<file path="config.mk">
export PLATFORM = sky130hd
export DESIGN_NAME = clause_sched_ctrl
export DESIGN_NICKNAME = d
export VERILOG_FILES = /design/src/rtl/clause_sched_ctrl.sv
export SDC_FILE = /design/constraint.sdc
export NUM_CORES = 1
export LEC_CHECK = 0
export CORE_ASPECT_RATIO = 1.1
export CORE_UTILIZATION = 40
export DETAILED_ROUTE_END_ITERATION = 6
export MAX_ROUTING_LAYER = met4
export PLACE_DENSITY = 0.58
export SETUP_SLACK_MARGIN = 0.4
export SLEW_MARGIN = 10
export SYNTH_ARGS = -nofsm -noshare
export SYNTH_HDL_FRONTEND = slang
export SYNTH_SLANG_ARGS = --single-unit
export TNS_END_PERCENT = 100
</file>
<file path="constraint.sdc">
create_clock -name clk -period 5.3 [get_ports clk]
set_clock_uncertainty 0.05 [all_clocks]
set_input_delay 1.325 -clock clk [delete_from_list [all_inputs] [get_ports clk]]
set_output_delay 1.325 -clock clk [all_outputs]
set_load 0.005 [all_outputs]
</file>
<file path="src/rtl/clause_sched_ctrl.sv">
// clause_sched_ctrl: sequencer for the convolutional clause-evaluation array.
// Walks every (class, clause) pair for one inference. For each clause it lets
// the clause data settle, enables evaluation until the patch scan finishes,
// drains the output pipeline, then adds the clause output into a signed class
// vote. Even clauses vote positively and odd clauses vote negatively. At the
// end it reports the argmax class and that class's sum.
//
// Optional build macro: CLAUSE_SCHED_SUM_OUT_EN adds the class_sum and
// class_sum_valid outputs, which report each class vote as it completes.
//
// Ports:
//   clk, rst        clock; synchronous active-high reset
//   start           one-cycle pulse; starts an inference when idle
//   clauses         runtime clauses per class (clamped to CLAUSEN)
//   scan_done       last patch window issued (honoured only in RUN)
//   clause_op       OR-reduced clause output from the array
//   class_no        class address to the array
//   clause_no       clause address to the array
//   clause_act      clause-evaluation enable (low clears match pipeline)
//   img_rst         one-cycle pulse at inference start
//   busy            inference in progress
//   done            one-cycle pulse, result valid
//   pred_class      winning class, held until next done
//   pred_sum        winning class sum, held until next done
//   class_sum       (optional) completed sum of the current class
//   class_sum_valid (optional) class_sum update strobe
`timescale 1ns/1ps
module clause_sched_ctrl #(
  parameter int unsigned CLAUSEN  = 10,
  parameter int unsigned CLASSN   = 5,
  parameter int unsigned BRAM_LAT = 2,
  parameter int unsigned OP_LAT   = 3,
  parameter int unsigned SUM_W    = $clog2(CLAUSEN) + 2
) (
  input  logic                          clk,
  input  logic                          rst,
  input  logic                          start,
  input  logic [$clog2(CLAUSEN):0]      clauses,
  input  logic                          scan_done,
  input  logic                          clause_op,
  output logic [$clog2(CLASSN)-1:0]     class_no,
  output logic [$clog2(CLAUSEN):0]      clause_no,
  output logic                          clause_act,
  output logic                          img_rst,
  output logic                          busy,
  output logic                          done,
  output logic [$clog2(CLASSN)-1:0]     pred_class,
`ifdef CLAUSE_SCHED_SUM_OUT_EN
  output logic signed [SUM_W-1:0]       class_sum,
  output logic                          class_sum_valid,
`endif
  output logic signed [SUM_W-1:0]       pred_sum
);

  localparam int unsigned CLA_W = $clog2(CLAUSEN) + 1;
  localparam int unsigned CLS_W = $clog2(CLASSN);
  localparam int unsigned CNT_W = 3;
  localparam logic signed [SUM_W-1:0] SUM_MIN = {1'b1, {(SUM_W-1){1'b0}}};

  typedef enum logic [2:0] {
    S_IDLE,
    S_SETTLE,
    S_RUN,
    S_DRAIN,
    S_ACCUM,
    S_CLASS_END,
    S_FIN
  } state_t;

  state_t state, state_nxt;

  logic [CNT_W-1:0]        cnt, cnt_d;
  logic [CLA_W-1:0]        clauses_q, clauses_d;
  logic [CLA_W-1:0]        clauses_clamp;
  logic [CLA_W-1:0]        clause_no_d;
  logic [CLS_W-1:0]        class_no_d;
  logic                    op_q, op_d;
  logic signed [SUM_W-1:0] op_ext;
  logic signed [SUM_W-1:0] acc, acc_d;
  logic signed [SUM_W-1:0] best_sum, best_sum_d;
  logic [CLS_W-1:0]        best_class, best_class_d;
  logic [CLS_W-1:0]        pred_class_d;
  logic signed [SUM_W-1:0] pred_sum_d;
  logic                    clause_act_d, img_rst_d, busy_d, done_d;
  logic                    last_clause, last_class;
  logic                    settle_end, drain_end;

  assign clauses_clamp = (clauses > CLA_W'(CLAUSEN)) ? CLA_W'(CLAUSEN) : clauses;
  assign last_clause   = (clause_no == clauses_q - CLA_W'(1));
  assign last_class    = (class_no == CLS_W'(CLASSN - 1));
  assign settle_end    = (cnt == CNT_W'(BRAM_LAT - 1));
  assign drain_end     = (cnt == CNT_W'(OP_LAT - 1));
  assign op_ext        = SUM_W'(op_q);

  // State register
  always_ff @(posedge clk) begin
    if (rst) state <= S_IDLE;
    else     state <= state_nxt;
  end

  // Next-state logic
  always_comb begin
    state_nxt = state;
    case (state)
      S_IDLE:      if (start) state_nxt = (clauses_clamp == '0) ? S_FIN : S_SETTLE;
      S_SETTLE:    if (settle_end) state_nxt = S_RUN;
      S_RUN:       if (scan_done) state_nxt = S_DRAIN;
      S_DRAIN:     if (drain_end) state_nxt = S_ACCUM;
      S_ACCUM:     state_nxt = last_clause ? S_CLASS_END : S_SETTLE;
      S_CLASS_END: state_nxt = last_class ? S_FIN : S_SETTLE;
      S_FIN:       state_nxt = S_IDLE;
      default:     state_nxt = S_IDLE;
    endcase
  end

  // Output and datapath next values; outputs are registered so they line up
  // with the state they describe (clause_act high exactly in RUN/DRAIN).
  always_comb begin
    cnt_d        = '0;
    clauses_d    = clauses_q;
    class_no_d   = class_no;
    clause_no_d  = clause_no;
    op_d         = op_q;
    acc_d        = acc;
    best_sum_d   = best_sum;
    best_class_d = best_class;
    pred_class_d = pred_class;
    pred_sum_d   = pred_sum;
    clause_act_d = (state_nxt == S_RUN) || (state_nxt == S_DRAIN);
    busy_d       = (state_nxt != S_IDLE);
    img_rst_d    = 1'b0;
    done_d       = 1'b0;
    case (state)
      S_IDLE: begin
        if (start) begin
          img_rst_d    = 1'b1;
          clauses_d    = clauses_clamp;
          class_no_d   = '0;
          clause_no_d  = '0;
          acc_d        = '0;
          best_sum_d   = SUM_MIN;
          best_class_d = '0;
        end
      end
      S_SETTLE: begin
        if (!settle_end) cnt_d = cnt + CNT_W'(1);
      end
      S_DRAIN: begin
        if (drain_end) op_d = clause_op;
        else           cnt_d = cnt + CNT_W'(1);
      end
      S_ACCUM: begin
        acc_d = clause_no[0] ? (acc - op_ext) : (acc + op_ext);
        if (!last_clause) clause_no_d = clause_no + CLA_W'(1);
      end
      S_CLASS_END: begin
        // Strict compare: on a tie the earlier (lower) class is kept.
        if (acc > best_sum) begin
          best_sum_d   = acc;
          best_class_d = class_no;
        end
        acc_d = '0;
        if (!last_class) begin
          class_no_d  = class_no + CLS_W'(1);
          clause_no_d = '0;
        end
      end
      S_FIN: begin
        done_d = 1'b1;
        // With no clauses best_sum still holds the sentinel; report zero.
        if (clauses_q == '0) begin
          pred_class_d = '0;
          pred_sum_d   = '0;
        end else begin
          pred_class_d = best_class;
          pred_sum_d   = best_sum;
        end
      end
      default: ;
    endcase
  end

  // Output and datapath registers
  always_ff @(posedge clk) begin
    if (rst) begin
      cnt        <= '0;
      clauses_q  <= '0;
      class_no   <= '0;
      clause_no  <= '0;
      op_q       <= 1'b0;
      acc        <= '0;
      best_sum   <= '0;
      best_class <= '0;
      pred_class <= '0;
      pred_sum   <= '0;
      clause_act <= 1'b0;
      busy       <= 1'b0;
      img_rst    <= 1'b0;
      done       <= 1'b0;
    end else begin
      cnt        <= cnt_d;
      clauses_q  <= clauses_d;
      class_no   <= class_no_d;
      clause_no  <= clause_no_d;
      op_q       <= op_d;
      acc        <= acc_d;
      best_sum   <= best_sum_d;
      best_class <= best_class_d;
      pred_class <= pred_class_d;
      pred_sum   <= pred_sum_d;
      clause_act <= clause_act_d;
      busy       <= busy_d;
      img_rst    <= img_rst_d;
      done       <= done_d;
    end
  end

`ifdef CLAUSE_SCHED_SUM_OUT_EN
  // Per-class vote export: acc is the finished class sum in CLASS_END.
  always_ff @(posedge clk) begin
    if (rst) begin
      class_sum       <= '0;
      class_sum_valid <= 1'b0;
    end else begin
      class_sum_valid <= (state == S_CLASS_END);
      if (state == S_CLASS_END) class_sum <= acc;
    end
  end
`else
  // Per-class sums are not exported in this build.
`endif

endmodule
</file>
Word-level counts from Yosys, hierarchy flattened
Index checks and enable logic that the tools add are counted. Widths: inputs -> output; s select.

Add/subtract/negate cells: 6. Magnitude comparators: 2. Equal/unequal tests: 16. Mux-type cells: 31. Bitwise operators: 1. Reduce and logical (&&, ||, !) cells: 14.

Operators with widths (number): $mux 3 (13); $mux 6 (5); $mux 5 (4); $pmux 3 s2 (3); $pmux 3 s6 (1); $pmux 6 s3 (1); $eq 3x2->1 const B (5); $pmux 5 s3 (1); $eq 3x3->1 const B (4); $pmux 6 s2 (1); $logic_not 5->1 (2); $ne 2x2->1 const B (4); $add 3x1->3 const B (2); $add 6x2->6 (1); $eq 3x1->1 const B (2); $gt 6x6->1 (1); $reduce_and 2->1 (3); $reduce_and 3->1 (2); $reduce_bool 3->1 (2); $sub 6x2->6 (1); $add 5x1->5 const B (1); $eq 5x5->1 (1); $gt 5x4->1 const B (1); $sub 5x1->5 const B (1); other kinds (7) (8).

Register bits: 48. Input bits: 10. Output and inout bits: 21.

Longest topological paths before layout
Depth in word-level cells: 8. Gate-level depth with buffers: 9.

Least setup slack after synthesis
Ideal clock, no wire load.

Kind: input-to-reg. From: input clauses[3]. To: register busy. Setup time: 0.124 ns. Arrival: 2.289 ns. Path slack: 2.837 ns. Stages: 5. Buffers on the path: 0. Path through: nor2_1 -> nor4b_1 -> o21ai_0 -> o41ai_1 -> nand2b_1.

Cells in the longest elaborated chain, start to end: 7.

Ends and longest elaborated chain: start, declared (RTL line 38) `input logic [$clog2(CLAUSEN):0] clauses,`; $gt 5x4->1 (RTL line 88) `assign clauses_clamp = (clauses > CLA_W'(CLAUSEN)) ? CLA_W'(CLAUSEN) : clauses;`; $mux 5 (*) (RTL line 88); $logic_not 5->1 (*) (RTL line 105) `S_IDLE: if (start) state_nxt = (clauses_clamp == '0) ? S_FIN : S_SETTLE;`; $mux 3 (*) (2 in a row) (RTL line 105); $pmux 3 s6 (*) (RTL line 104) `case (state)`; $reduce_bool 3->1 (*) (RTL line 130) `busy_d = (state_nxt != S_IDLE);`; end signal, assigned (RTL line 212) `busy <= busy_d;`; end, declared (RTL line 45) `output logic busy,`.

Mark *: on every way between the ends. The rest lies on a longest branch, timed or not. A chain may end at the register's enable or synchronous reset.

Final worst setup path
Ends and elaborated chain as after synthesis.

==> qor.yml <==
cp-end-kind: "flip-flop"
synth-edff-count: 0
mostFrequentLayoutCells: "dfxtp_1, clkdlybuf4s50_1, nor2_1"
worst_pin_slew_ns: 0.882
min_path_type: "flip-flop to flip-flop"
critPathMaxFanout: 3
areaGrowthSynthToFinish_pct: 16.6
gp_congestion: 0.787
preCtsSetupSlack_ns: 1.96
synth_cells: 290
rsz0062_at_grt: "false"
grt_max_degree: 27
yosys_register_bits: 48
cp.required_ns: 5.44
vias: 2049
grt_pass1_wl_um: 9050
ant_nets: 0
cts.sinks: 48
clockBufferDepth: 2
synth.top_cell.area_share_pct: 36.7
antenna_found_initial: 0
slew_headroom_pct: 41.0
finalNetCount: 342
syn_nets: 316
clk_latency_ns: 0.30
clk_pin_slew_ns: 0.09
cp-start-kind: "input pin"
rows: 30
firstDrtPassIters: 4
cts_setup_buffers: 0
fin_ws_ns: 2.27
grt.total_usage_pct: 17.2
async_flop_share_pct: 0
synth.area.top_cells: "dfxtp_1, ha_1, mux2i_1, a22oi_1, nor2_1"
max_freq_mhz: 330
first_iter_violations: 109
ys_seq_area_share_pct: 36.7
cts_htree_levels: 2
setup_viol: 0
postCtsHoldBufs: 0
start_util_pct: 42.1
drc_errors: 0
fin_area_mm2: 0.00306
ir_worst_vdd_mv: 0.127
post_cts_resized: 0
arrival_ns: 3.16
rrSetupSlack_ns: 2.97
synth_cell_types: 55
synthFlopType: "dfxtp_1"
gr-total-overflow: 0
power.density_mw_per_mm2: 225
die_area_mm2: 0.00688
layout-drive-gt1-share_pct: 5.36
yosysTopAreaCell: "dfxtp_1"
avgSynthCellArea_um2: 9.04
holdWs_ns: 0.428
dp_hpwl_um: 4010
cts_tree: "built"
grt_pass1_vias: 1855
io_pins: 31
wl_per_cell_um: 13.6
maxSlewViolCount: 0
cts_buffers: 5
finalPower_uw: 688
vias_per_cell: 5.16
fin_crit_ns: 3.03
p_leak_uw: 0.00111
layout_commonest_cell: "dfxtp_1"
fin_tns_setup_ns: 0
drt-total-wl_um: 5390
outcome: "complete, no violations"
die_x_um: 79.2
port_buffers: 30
core_area_mm2: 0.00623
die_h_um: 86.9
period_share_pct: 57.1
ys_warn_count: 0
cap_violations: 0
crit_type: "input pin to flip-flop"
hold_viol_final: 0
post_dp_cell_area_mm2: 0.00296
root_buffer: "clkbuf_8"
synth_area_mm2: 0.00262
insertedDiodeCount: 0
==> area by class of cell <==
class | count | area [um^2]
fillers | 624 | 3170
multi-input cells | 210 | 1520
flip-flops and latches | 48 | 961
repair buffers | 31 | 308
well taps | 80 | 100
inverters | 20 | 75.1
clock buffers | 5 | 68.8
clock inverters | 3 | 23.8
==> state kept, by name, indices dropped and copies added (netlist names) <==
register	flops
best_class	3
pred_class	3
clause_act	1
clauses_q	5
class_no	3
done	1
best_sum	6
pred_sum	6
op_q	1
busy	1
acc	6
cnt	3
img_rst	1
state	3
clause_no	5
==> critical path: stages <==
cell and delay, ns:
clkdlybuf4s50_1 0.42, nor2_1 0.18, nor4b_1 0.53, o21ai_0 0.23, o41ai_1 0.37, nand2b_1 0.10
==> cell usage after synthesis, types with 3 or more instances <==
library cell,instances
dfxtp_1,48
a21o_1,4
xnor2_1,8
nand2b_1,13
or3_1,5
xor2_1,4
nor2_1,26
o21ai_0,9
mux2i_1,12
nor3b_1,3
nand2_1,13
nand3b_1,9
a21oi_1,16
a22oi_1,13
nor2b_1,5
ha_1,15
nand3_1,10
clkbuf_1,8
inv_1,20
nor3_1,6
==> per-stage QoR <==
step,util (%),cells
4_1_cts,49.1,397
5_1_grt,49.1,397
3_3_place_gp,47.6,389
3_5_place_dp,47.6,389
6_report,49.1,397
2_1_floorplan,-,290
==> worst paths after layout <==
check / from / endpoint / depth (start not counted)
worst max register to register: clause_no[0]$_SDFFE_PP0P_ / acc[5]$_SDFFE_PP0P_ / 7
worst max-delay path: clauses[3] / busy$_SDFF_PP0_ / 6
worst min-delay path: clauses_q[4]$_SDFFE_PP0P_ / clauses_q[4]$_SDFFE_PP0P_ / 2
worst min register to register: clauses_q[4]$_SDFFE_PP0P_ / clauses_q[4]$_SDFFE_PP0P_ / 2
==> logic make-up after synthesis <==
| family | count (synthesis) | share of synthesized area, % |
|---|---|---|
| muxes | 12 | 4.58 |
| xor gates and xnor gates | 13 | 4.87 |
| AOI/OAI and AO/OA | 65 | 17.3 |
| and+or+nand+nor | 104 | 23.3 |
| DFF | 48 | 36.7 |
| buffers and inverters | 32 | 5.35 |
| adders and majority gates | 16 | 7.92 |
==> routing by layer <==
layer  wire (um)  track usage [%]  vias to the layer above  part of all wire (%)
li1            -                -                     1079                     -
met1        2810             23.3                      928                    52
met2        2310             25.9                       38                    43
met3         200             3.35                        4                   3.7
met4          64             5.29                        0                   1.2
met5           0                -                        -                     0
==> report_power, final <==
part / leakage, uW / internal, uW / total [uW] / switching [uW]
logic: 0.000685 / 39.0 / 82.3 / 43.3
clock network: 0.0000404 / 93.6 / 226 / 132
registers: 0.000389 / 368 / 380 / 11.6
total: 0.00111 / 501 / 688 / 187
Note: power is estimated with default switching activity, not from simulation.
==> edit 1, RTL diff (same flow settings) <==
Encoding of `state_t`: now Gray code (3 bits for 7 states).
--- a/src/rtl/clause_sched_ctrl.sv
+++ b/src/rtl/clause_sched_ctrl.sv
@@ -58,13 +58,13 @@
   localparam logic signed [SUM_W-1:0] SUM_MIN = {1'b1, {(SUM_W-1){1'b0}}};
 
   typedef enum logic [2:0] {
-    S_IDLE,
-    S_SETTLE,
-    S_RUN,
-    S_DRAIN,
-    S_ACCUM,
-    S_CLASS_END,
-    S_FIN
+    S_IDLE      = 3'b000,
+    S_SETTLE    = 3'b001,
+    S_RUN       = 3'b011,
+    S_DRAIN     = 3'b010,
+    S_ACCUM     = 3'b110,
+    S_CLASS_END = 3'b111,
+    S_FIN       = 3'b101
   } state_t;
 
   state_t state, state_nxt;
Behaviour: same outputs for any inputs over 10 cycles, from zero or initial values and one cycle with rst high; not proved beyond that.
==> edit 1 against the unedited design <==
Non-clock buffer count rose by 1; worst setup slack better by 0.12 ns; final cell count shrank 2.3%; total power fell by 3.3%; sequential cell count unchanged; final area shrank 3.5%; routed wire length grew 2.7%; first-iteration DRC count is 18% lower; synthesized area shrank 4.6%; via count increased by 2.6%; sequential power down 1%; combinational power fell by 19%; critical path type unchanged; critical endpoint is now class_no[2]$_SDFFE_PP0P_; largest power group unchanged.
==> edit 1: results (changes against the unedited design) <==
STATUS='complete, no violations'
PLACEDCELLCOUNT=380  # -2.3%
SYNTH_FP_NETS=310  # -1.9%
R2R.WORST_PATH.CELLS=7  # unchanged
GPL.FINAL_WEIGHTED_CONGESTION=0.755  # -4.1%
POST-DP-HPWL_UM=4050  # +0.91%
MET3ROUTEDLENGTH_UM=144  # -28%
WORSTHOLDSTART='best_class[0]$_SDFFE_PP0P_'
FINAL.FILL_COUNT=564  # -9.6%
FINAL_CELLS=388  # -2.3%
SYNTH.AREA.TOP_CELLS='dfxtp_1 38%, ha_1 7.5%, a21oi_1 4.6%'
WORST_PIN_SLEW_NS=0.914  # +0.0318 ns
YOSYS-TOP-CELLS-COUNT='48 x dfxtp_1, 30 x nor2_1, 23 x a21oi_1, 19 x nand3_1, 18 x inv_1'
DP_WORST_SETUP_SLACK_NS=2.08  # +0.126 ns
GRT_PASS1_VIAS=2019  # +8.8%
M1WIRELENGTH_UM=2550  # -9.2%
REGTOREGSETUPSLACK_NS=2.90  # -0.07 ns
WL_MET2_UM=2730  # +18%
SETUP.WORST_PATH.END='class_no[2]$_SDFFE_PP0P_'
FIRST_PASS_GRT_WIRE_LENGTH_UM=9190  # +1.5%
SYNTH-WARNING-COUNT=0  # unchanged
P_INT_mW=0.489  # -2.3%
TOTALWIRELENGTH_UM=5530  # +2.7%
SHARE_OF_CELLS_ABOVE_DRIVE_STRENGTH_1=0.0579  # +0.00425
DRTITER0DRC=89  # -18%
SYNTH_CELLS=284  # -2.1%
SYNTH.DISTINCT_CELLS=50  # -9.1%
CP_MAX_FO=23  # +20
ROUTE.VIAS.TOTAL=2103  # +2.6%
WORST_IR_DROP_VDD_mV=0.135  # +5.6%
CRITPATHSLOWESTCELL='clkdlybuf4s50_1'
GRT_MAX_DEGREE=24  # -11%
LEAKAGE_POWER_nW=1.07  # -4.3%
ARRIVAL_NS=3.05  # -0.11 ns
WORST_PATH_LARGEST_CELL_DELAY_NS=0.88  # +0.35 ns
FINISH.NET_COUNT=336  # -1.8%
POSTPLACECELLAREA_UM2=2860  # -3.6%
CRITICAL_PATH_LAUNCH_POINT='rst'
CTS_ROOT_BUFFER='clkbuf_8'
WORST_PATH_DOMINANT_CELL_FAMILY='buffers and inverters'
FINALCRITPERIODSHARE=0.548  # -0.0226
FIN_UTIL=0.499  # +0.00827
YOSYSSEQAREASHARE=0.384  # +0.0178
GRT_USE_TOTAL=0.183  # +0.0107
==> edit 1: kinds of logic (layout without fill, tap and decap cells) <==
| logic type | after synthesis | after routing | share of synthesized area |
|---|---|---|---|
| adders and majority gates | 16 | 16 | 0.0831 |
| and+or+nand+nor | 100 | 100 | 0.214 |
| DFF | 48 | 48 | 0.384 |
| buffers and inverters | 31 | 58 | 0.0485 |
| xor gates and xnor gates | 13 | 13 | 0.0516 |
| AOI/OAI and AO/OA | 74 | 74 | 0.211 |
| muxes | 2 | 2 | 0.00801 |
==> edit 1: worst min-delay path: stages (launching register included) <==
cell and delay [ns]:
dfxtp_1 0.32, nand3_1 0.06, a21oi_1 0.05
==> edit 1: worst min-delay path by stage <==
| stage | endpoint | slack [ns] | depth (start not counted) |
|---|---|---|---|
| floorplan | best_class[0]$_SDFFE_PP0P_ | 0.39 | 2 |
| global placement | best_class[1]$_SDFFE_PP0P_ | 0.41 | 2 |
| CTS | best_class[0]$_SDFFE_PP0P_ | 0.42 | 2 |
| global route | best_class[0]$_SDFFE_PP0P_ | 0.44 | 2 |
| finish | best_class[0]$_SDFFE_PP0P_ | 0.42 | 2 |
| detailed placement | best_class[0]$_SDFFE_PP0P_ | 0.41 | 2 |
==> edit 1: power groups by stage <==
stage / sequential [mW] / combinational (mW) / clock (mW)
floorplan: 0.379 / 0.0475 / 0
global placement: 0.384 / 0.0660 / 0
detailed placement: 0.384 / 0.0668 / 0
CTS: 0.375 / 0.0671 / 0.231
global route: 0.376 / 0.0739 / 0.247
finish: 0.375 / 0.0667 / 0.224
==> edit 1: routing by layer <==
metal | vias to the layer above | global-route usage
li1 | 1075 | -
met1 | 990 | 0.211
met2 | 29 | 0.307
met3 | 9 | 0.0387
met4 | 0 | 0.0738
met5 | - | -
==> edit 1: area by class of cell <==
class,count,share of cell area
multi-input combinational,205,0.480
sequential,48,0.326
timing repair buffer,32,0.107
tap,77,0.0327
clock buffer,5,0.0233
inverter,18,0.0229
clock inverter,3,0.00806
==> edit 2, RTL diff (same settings) <==
Made on the original files. Add a define of `CLAUSE_SCHED_SUM_OUT_EN`.
--- a/src/rtl/clause_sched_ctrl.sv
+++ b/src/rtl/clause_sched_ctrl.sv
@@ -25,6 +25,8 @@
 //   class_sum       (optional) completed sum of the current class
 //   class_sum_valid (optional) class_sum update strobe
 `timescale 1ns/1ps
+`define CLAUSE_SCHED_SUM_OUT_EN
+
 module clause_sched_ctrl #(
   parameter int unsigned CLAUSEN  = 10,
   parameter int unsigned CLASSN   = 5,
Check against the original RTL (old outputs only; new: class_sum and class_sum_valid): equivalent (Yosys induction, for registers that start in step).
==> edit 2 against the unedited design <==
Final area increased by 8.7%; via count increased by 14%; critical path depth grew 1; total power up 8.2%; routed wire length is 13% higher; clock power grew 6%; worst setup slack got worse by 0.039 ns; sequential cell count grew 7; synthesized area rose by 7.6%; fmax decreased by 1.3%; worst hold slack worse by 0.015 ns.
==> edit 2: results (changes against the unedited design) <==
SYNTH-COMPOUND-AREA-SHARE=0.189  # +0.0166
GRT_USE_TOTAL=0.189  # +0.0166
FINAL.FILL_COUNT=686  # +9.9%
STATUS='complete, no violations'
SHARE_OF_CELLS_ABOVE_DRIVE_STRENGTH_1=0.0670  # +0.0134
CP_MAX_FO=49  # +46
CRIT-REG2REG-LAUNCH='op_q$_SDFFE_PP0P_'
NUMPORTBUFFERS=37  # +23%
DRT-VIAS-PER-INSTANCE=5.32  # +3.1%
YOSYSSEQAREASHARE=0.390  # +0.0238
DRTITER0DRC=88  # -19%
FIRST_PASS_GRT_WIRE_LENGTH_UM=10600  # +17%
SYNTH.DISTINCT_CELLS=60  # +9.1%
R2R.WORST_PATH.CELLS=8  # +1
SYNTH.AREA.TOP_CELLS='dfxtp_1 39%, ha_1 6.7%, nor2_1 5.5%'
GRT_PASS1_VIAS=2139  # +15%
STD_CELL_ROWS=31  # +3.3%
DETAIL_ROUTE.FIRST_PASS.ITERATIONS=6  # +2
GPL.FINAL_WEIGHTED_CONGESTION=0.865  # +9.9%
FINISH.NET_COUNT=383  # +12%
ARRIVAL_NS=3.26  # +0.10 ns
CRITICAL_PATH_LAUNCH_POINT='rst'
P_INT_mW=0.548  # +9.4%
CRITPATHSLOWESTCELL='clkdlybuf4s50_1'
TOTALWIRELENGTH_UM=6070  # +13%
FRACTION_OF_SYNTHESIZED_AREA_IN_MULTIPLEXERS=0.0288  # -0.0170
SLEW-LIMIT-HEADROOM=0.399  # -0.0109
-- edit 2: cell count changes after synthesis, sizes merged, moves of 5 or more --
cell / before / now
nand3: 10 / 16
nand2b: 13 / 2
nor2: 26 / 43
nand2: 14 / 28
o21ai: 10 / 5
dfxtp: 48 / 55
mux2i: 12 / 7
nand3b: 9 / 3
-- edit 2: cell type report --
cell class	count	area share
Timing Repair Buffer	38	0.114
Inverter	20	0.0226
Sequential cell	55	0.331
Tap cell	82	0.0309
Multi-Input combinational cell	237	0.473
Clock buffer	5	0.0207
Clock inverter	3	0.00753
-- edit 2: kinds of logic after synthesis --
| family | count (synthesis) |
|---|---|
| AO/OA/AOI/OAI | 74 |
| XOR/XNOR | 11 |
| adder cells (fa/ha/maj) | 16 |
| buffers and inverters | 34 |
| flip-flops | 55 |
| multiplexers | 8 |
| AND/OR/NAND/NOR | 128 |
-- edit 2: metal layers --
metal	part of all wire	GRT usage
met1	0.50	0.257
met5	0	-
met2	0.47	0.284
met4	0.0096	0.0439
met3	0.028	0.0376
-- edit 2: final timing paths --
check | endpoint | slack (ns)
max reg2reg | acc[5]$_SDFFE_PP0P_ | 2.83
min | class_sum[3]$_SDFFE_PP0P_ | 0.41
max | acc[5]$_SDFFE_PP0P_ | 2.24
min reg2reg | class_sum[3]$_SDFFE_PP0P_ | 0.41
-- edit 2: power groups by stage --
stage	logic (mW)	clock network [mW]	registers (mW)
2_1_floorplan	0.0536	0	0.435
3_3_place_gp	0.0735	0	0.440
3_5_place_dp	0.0736	0	0.441
4_1_cts	0.0739	0.249	0.431
5_1_grt	0.0829	0.270	0.433
6_report	0.0731	0.240	0.431
-- edit 2: worst max-delay path, delay by kind of cell --
| kind | cells | cell delay, ns |
|---|---|---|
| muxes | 1 | 0.14 |
| buffers and inverters | 2 | 0.68 |
| and+or+nand+nor | 2 | 0.61 |
| AOI/OAI and AO/OA | 2 | 0.49 |
-- edit 2: per-stage QoR --
stage / instances / hold WS (ns) / utilization / setup WS (ns)
2_1_floorplan: 326 / 0.395 / - / 2.93
3_3_place_gp: 432 / 0.401 / 0.481 / 1.96
3_5_place_dp: 432 / 0.401 / 0.481 / 1.91
4_1_cts: 440 / 0.418 / 0.495 / 2.24
5_1_grt: 440 / 0.437 / 0.495 / 2.07
6_report: 440 / 0.413 / 0.495 / 2.24
